**config.mk**
```make
export PLATFORM = sky130hd
export DESIGN_NAME = retire_trace_buffer
export DESIGN_NICKNAME = d
export VERILOG_FILES = /design/src/rtl/retire_trace_buffer.sv
export SDC_FILE = /design/constraint.sdc
export NUM_CORES = 1
export LEC_CHECK = 0
export ABC_AREA = 1
export BUFFER_PORTS_ARGS = -buffer_cell sky130_fd_sc_hd__buf_2
export CAP_MARGIN = 20
export CORE_MARGIN = 2
export CORE_UTILIZATION = 55
export DETAILED_ROUTE_END_ITERATION = 10
export MAX_ROUTING_LAYER = met4
export PLACE_DENSITY = 0.73
export SYNTH_ARGS = -nofsm -noshare
export SYNTH_HDL_FRONTEND = slang
export SYNTH_SLANG_ARGS = --single-unit
```
**constraint.sdc**
```tcl
create_clock -name clk -period 15.55 [get_ports clk]
set_input_delay 3.11 -clock clk [delete_from_list [all_inputs] [get_ports clk]]
set_output_delay 3.11 -clock clk [all_outputs]
set_load 0.02 [all_outputs]
```
**src/rtl/retire_trace_buffer.sv**
```systemverilog
// Retire-side trace monitor: captures architectural register writes into a FWFT FIFO,
// counts cycles/writes/stores, and raises done a fixed settle interval after ECALL.
//   state  | meaning
//   RUN    | program executing, capture and counting active
//   SETTLE | ECALL seen, in-flight instructions still retiring
//   DONE   | program complete, counters frozen, FIFO still drains
module retire_trace_buffer #(
  parameter int DEPTH         = 16,
  parameter int SETTLE_CYCLES = 5,
  parameter int CYC_TAG_W     = 16
) (
  input  logic                 clk,
  input  logic                 rst,
  input  logic [31:0]          debug_alu_result,
  input  logic [4:0]           debug_reg_addr,
  input  logic                 debug_reg_write,
  input  logic                 debug_mem_write,
  input  logic [31:0]          instr_d,
  output logic                 trace_valid,
  input  logic                 trace_ready,
  output logic [4:0]           trace_addr,
  output logic [31:0]          trace_result,
  output logic [CYC_TAG_W-1:0] trace_cycle,
  output logic [31:0]          cycle_count,
  output logic [15:0]          write_count,
  output logic [15:0]          store_count,
  output logic                 overflow,
  output logic                 done,
  output logic [1:0]           state
);

  localparam int AW = $clog2(DEPTH);
  localparam int EW = 5 + 32 + CYC_TAG_W;
  localparam logic [31:0] ECALL = 32'h0000_0073;

  typedef enum logic [1:0] {
    ST_RUN    = 2'b00,
    ST_SETTLE = 2'b01,
    ST_DONE   = 2'b10
  } state_t;

  state_t     state_q, state_d;
  logic [7:0] settle_q, settle_d;

  always_comb begin
    state_d  = state_q;
    settle_d = settle_q;
    case (state_q)
      ST_RUN: begin
        if (instr_d == ECALL) begin
          state_d  = ST_SETTLE;
          settle_d = 8'(SETTLE_CYCLES);
        end
      end
      ST_SETTLE: begin
        // the edge that finds the counter at zero is the one that completes
        if (settle_q == 8'd0) state_d = ST_DONE;
        else                  settle_d = settle_q - 8'd1;
      end
      default: state_d = ST_DONE;
    endcase
  end

  always_ff @(posedge clk or posedge rst) begin
    if (rst) begin
      state_q  <= ST_RUN;
      settle_q <= 8'd0;
      done     <= 1'b0;
    end else begin
      state_q  <= state_d;
      settle_q <= settle_d;
      done     <= (state_d == ST_DONE);
    end
  end

  assign state = state_q;

  logic active, capture, push, pop, full, empty;
  logic [AW:0]   wptr_q, rptr_q;
  logic [EW-1:0] mem [DEPTH];
  logic [EW-1:0] head;

  assign active  = (state_q != ST_DONE);
  assign capture = active && debug_reg_write && (debug_reg_addr != 5'd0);
  assign empty   = (wptr_q == rptr_q);
  assign full    = (wptr_q[AW] != rptr_q[AW]) && (wptr_q[AW-1:0] == rptr_q[AW-1:0]);
  assign pop     = !empty && trace_ready;
  assign push    = capture && (!full || pop);

  always_ff @(posedge clk) begin
    if (push) mem[wptr_q[AW-1:0]] <= {debug_reg_addr, debug_alu_result, cycle_count[CYC_TAG_W-1:0]};
  end

  always_ff @(posedge clk or posedge rst) begin
    if (rst) begin
      wptr_q      <= '0;
      rptr_q      <= '0;
      overflow    <= 1'b0;
      cycle_count <= 32'd0;
      write_count <= 16'd0;
      store_count <= 16'd0;
    end else begin
      if (push) wptr_q <= wptr_q + 1'b1;
      if (pop)  rptr_q <= rptr_q + 1'b1;
      if (capture && !push) overflow <= 1'b1;
      if (active) cycle_count <= cycle_count + 32'd1;
      if (capture && write_count != 16'hFFFF) write_count <= write_count + 16'd1;
      if (active && debug_mem_write && store_count != 16'hFFFF) store_count <= store_count + 16'd1;
    end
  end

  assign head         = mem[rptr_q[AW-1:0]];
  assign trace_valid  = !empty;
  assign trace_addr   = empty ? 5'd0 : head[EW-1 -: 5];
  assign trace_result = empty ? 32'd0 : head[CYC_TAG_W +: 32];
  assign trace_cycle  = empty ? '0 : head[CYC_TAG_W-1:0];

endmodule

```
==> results.cfg <==
[place]
port_buffers = 195
routabilityCongestion = 0.852
dp_hpwl_microns = 47000

[cts]
cts.sinks = 934
post_cts_buffers = 0
numCtsBuffers = 93
clk_pin_slew_ps = 60
cts_resized = 0
clk_path_buf_depth = 3
insertion_delay_ps = 660
cts_tree = done
htreeDepth = 3
root_buffer = clkbuf_16
hold_buffers = 0

[grt]
grt_use_total_pct = 26.0
antenna_found_initial = 3
top_usage_layer = met2
grtUsageMet1_pct = 34.1
grt_max_degree = 233
grt_pass1_wl_microns = 150000
grt_overflow = 0
grtUsageMet3_pct = 4.18
met2_usage_pct = 41.7
grt_pass1_vias = 26800

[critical_path]
start_kind = flip-flop
crit_required_ps = 12440
crit_fanout = 97
path_class = flip-flop to output pin
crit_path_end_kind = output pin
crit_arrival_ps = 4560

[synth]
ys_warn_count = 0
synth_area_leaders = edfxtp_1, nand2_1, dfrtp_1
ys_seq_area_share_pct = 67.3
ys_async_sr_fraction_pct = 9.21
yosysTopAreaCellShare_pct = 62.1
netlist_area_sq_mm = 0.0410
synth_cells = 4045
syn_avg_cell_area_sq_um = 10.1
synthFlopType = edfxtp_1
yosysTopAreaCell = edfxtp_1
synth.distinct_cells = 34
ys_ff_latch = 934
synth_edf_count = 848
syn-num-nets = 4128

[cells_and_area]
final_cell_mix = nand2_1, edfxtp_1, inv_1
drive_above_1_share_pct = 10.7
layout_commonest_cell = nand2_1
fin_nets = 4281
num-fill-cells = 5749
syn_to_final_growth_pct = 11.3

[drt]
vias = 27900
vias_per_cell = 5.32
wirelength_microns = 96600
firstDrtPassIters = 6
route.antenna.remaining_nets = 0
drt_iter0_drc = 2809
post_drt_wl_per_cell_microns = 18.4
drc_errors = 0

[floorplan]
initial_core_util_pct = 55.4
die_x_microns = 277
dieHeight_microns = 277
coreArea_sq_mm = 0.0741
row_count = 100
dieArea_sq_mm = 0.0768
io_pins = 196

[power]
ir_drop_v = 0.000146
pwr_density_cell_mw_per_mm2 = 174
power_leakage_nw = 19.6

[timing]
worst_pin_slew_ps = 1170
hold_violations = 0
period_share_pct = 49.3
slew_viol_final = 0
maxSlewHeadroom_pct = 22.1
setup_viol = 0
rsz0062_at_grt = no
finClkSkew_ps = 29.0
holdWs_ps = 475
tns_ps = 0
timing.final.crit_period_ps = 7670
fmax_mhz = 130

[run_status]
outcome = completed

[job]
drv_cap = 0

[hold_path]
hp-class = flip-flop to flip-flop
[worst paths after layout]
path	startpoint	end	slack, ps	cells past startpoint
hold reg to reg	overflow$_DFFE_PP0P_	overflow$_DFFE_PP0P_	470	1
max in group asynchronous	rst	rptr_q[1]$_DFFE_PP0P_	11880	3
setup / recovery	rptr_q[0]$_DFFE_PP0P_	trace_cycle[15]	7880	11
min in group asynchronous	rst	cycle_count[19]$_DFFE_PP0N_	2470	2
setup reg to reg	rptr_q[1]$_DFFE_PP0P_	mem[6][29]$_DFFE_PP_	11640	6
hold / removal	overflow$_DFFE_PP0P_	overflow$_DFFE_PP0P_	470	1
[state kept, by name (all words and copies together) (netlist names)]
signal,cells
mem,848
wptr_q,5
settle_q,8
cycle_count,32
write_count,16
overflow,1
done,1
rptr_q,5
store_count,16
state,2
[area by class of cell]
class	instances	area, sq um	area share (%)
Clock buffer	109	2460	5.39
Inverter	455	1730	3.78
Sequential cell	934	27600	60.5
Clock inverter	66	606	1.33
Timing Repair Buffer	239	1360	2.98
Tap cell	969	1210	2.66
Multi-Input combinational cell	2475	10600	23.3
Antenna cell	3	7.51	0.0164
[Yosys cell counts, types with 2 or more instances]
cell type / instances
a21oi_1: 26
a21oi_2: 28
buf_1: 13
buf_2: 66
buf_4: 11
buf_6: 39
buf_8: 3
clkbuf_1: 49
dfrtp_1: 86
edfxtp_1: 848
ha_1: 9
inv_1: 445
inv_2: 7
nand2_1: 1662
nand2_2: 4
nand3_1: 382
nand3_2: 3
nand3b_1: 2
nand4_1: 16
nor2_1: 185
nor2_2: 2
nor2_4: 2
nor3_1: 27
o21ai_0: 60
o21bai_1: 2
or2_2: 2
xnor2_1: 27
xor2_1: 33
[where the power goes]
| group | internal (W) | total, W | switching [W] |
|---|---|---|---|
| Combinational | 0.000735 | 0.00261 | 0.00187 |
| Sequential | 0.00294 | 0.00308 | 0.000135 |
| Clock | 0.00130 | 0.00225 | 0.000947 |
| Total | 0.00498 | 0.00793 | 0.00296 |
[kinds of logic after synthesis]
family,Yosys count,share of synthesized area [%]
xor+xnor,60,1.28
compound gates,116,1.68
simple gates,2290,22.5
flops,934,67.3
fa+ha+maj,9,0.275
buf+inv,636,6.93
[stage by stage]
stage	cells	area [sq um]	total power, W	setup slack (ps)	utilization, %
after global placement	5070	42500	0.00566	8560	57.4
after detailed placement	5070	42500	0.00570	8570	57.4
after CTS	5245	45600	0.00794	7870	61.5
final	5250	45600	0.00793	7880	61.6
after global routing	5250	45600	0.00836	7580	61.6
after floorplan	4045	41000	0.00501	7700	-
[metal layers]
| metal | up-vias | routed length, microns |
|---|---|---|
| li1 | 13400 | - |
| met1 | 13200 | 39400 |
| met2 | 1180 | 46400 |
| met3 | 188 | 8080 |
| met4 | 0 | 2700 |
| met5 | - | 0 |
[worst max-delay path: stages (launching register included)]
cell,delay [ps]
dfrtp_4,890
buf_4,820
buf_4,890
nand2_1,120
nand2_1,130
nand2_1,60
nand2_1,90
nand2_1,50
nand2_1,90
inv_1,40
a21oi_1,360
buf_2,260
No activity file was read; power rests on OpenSTA's default activity.
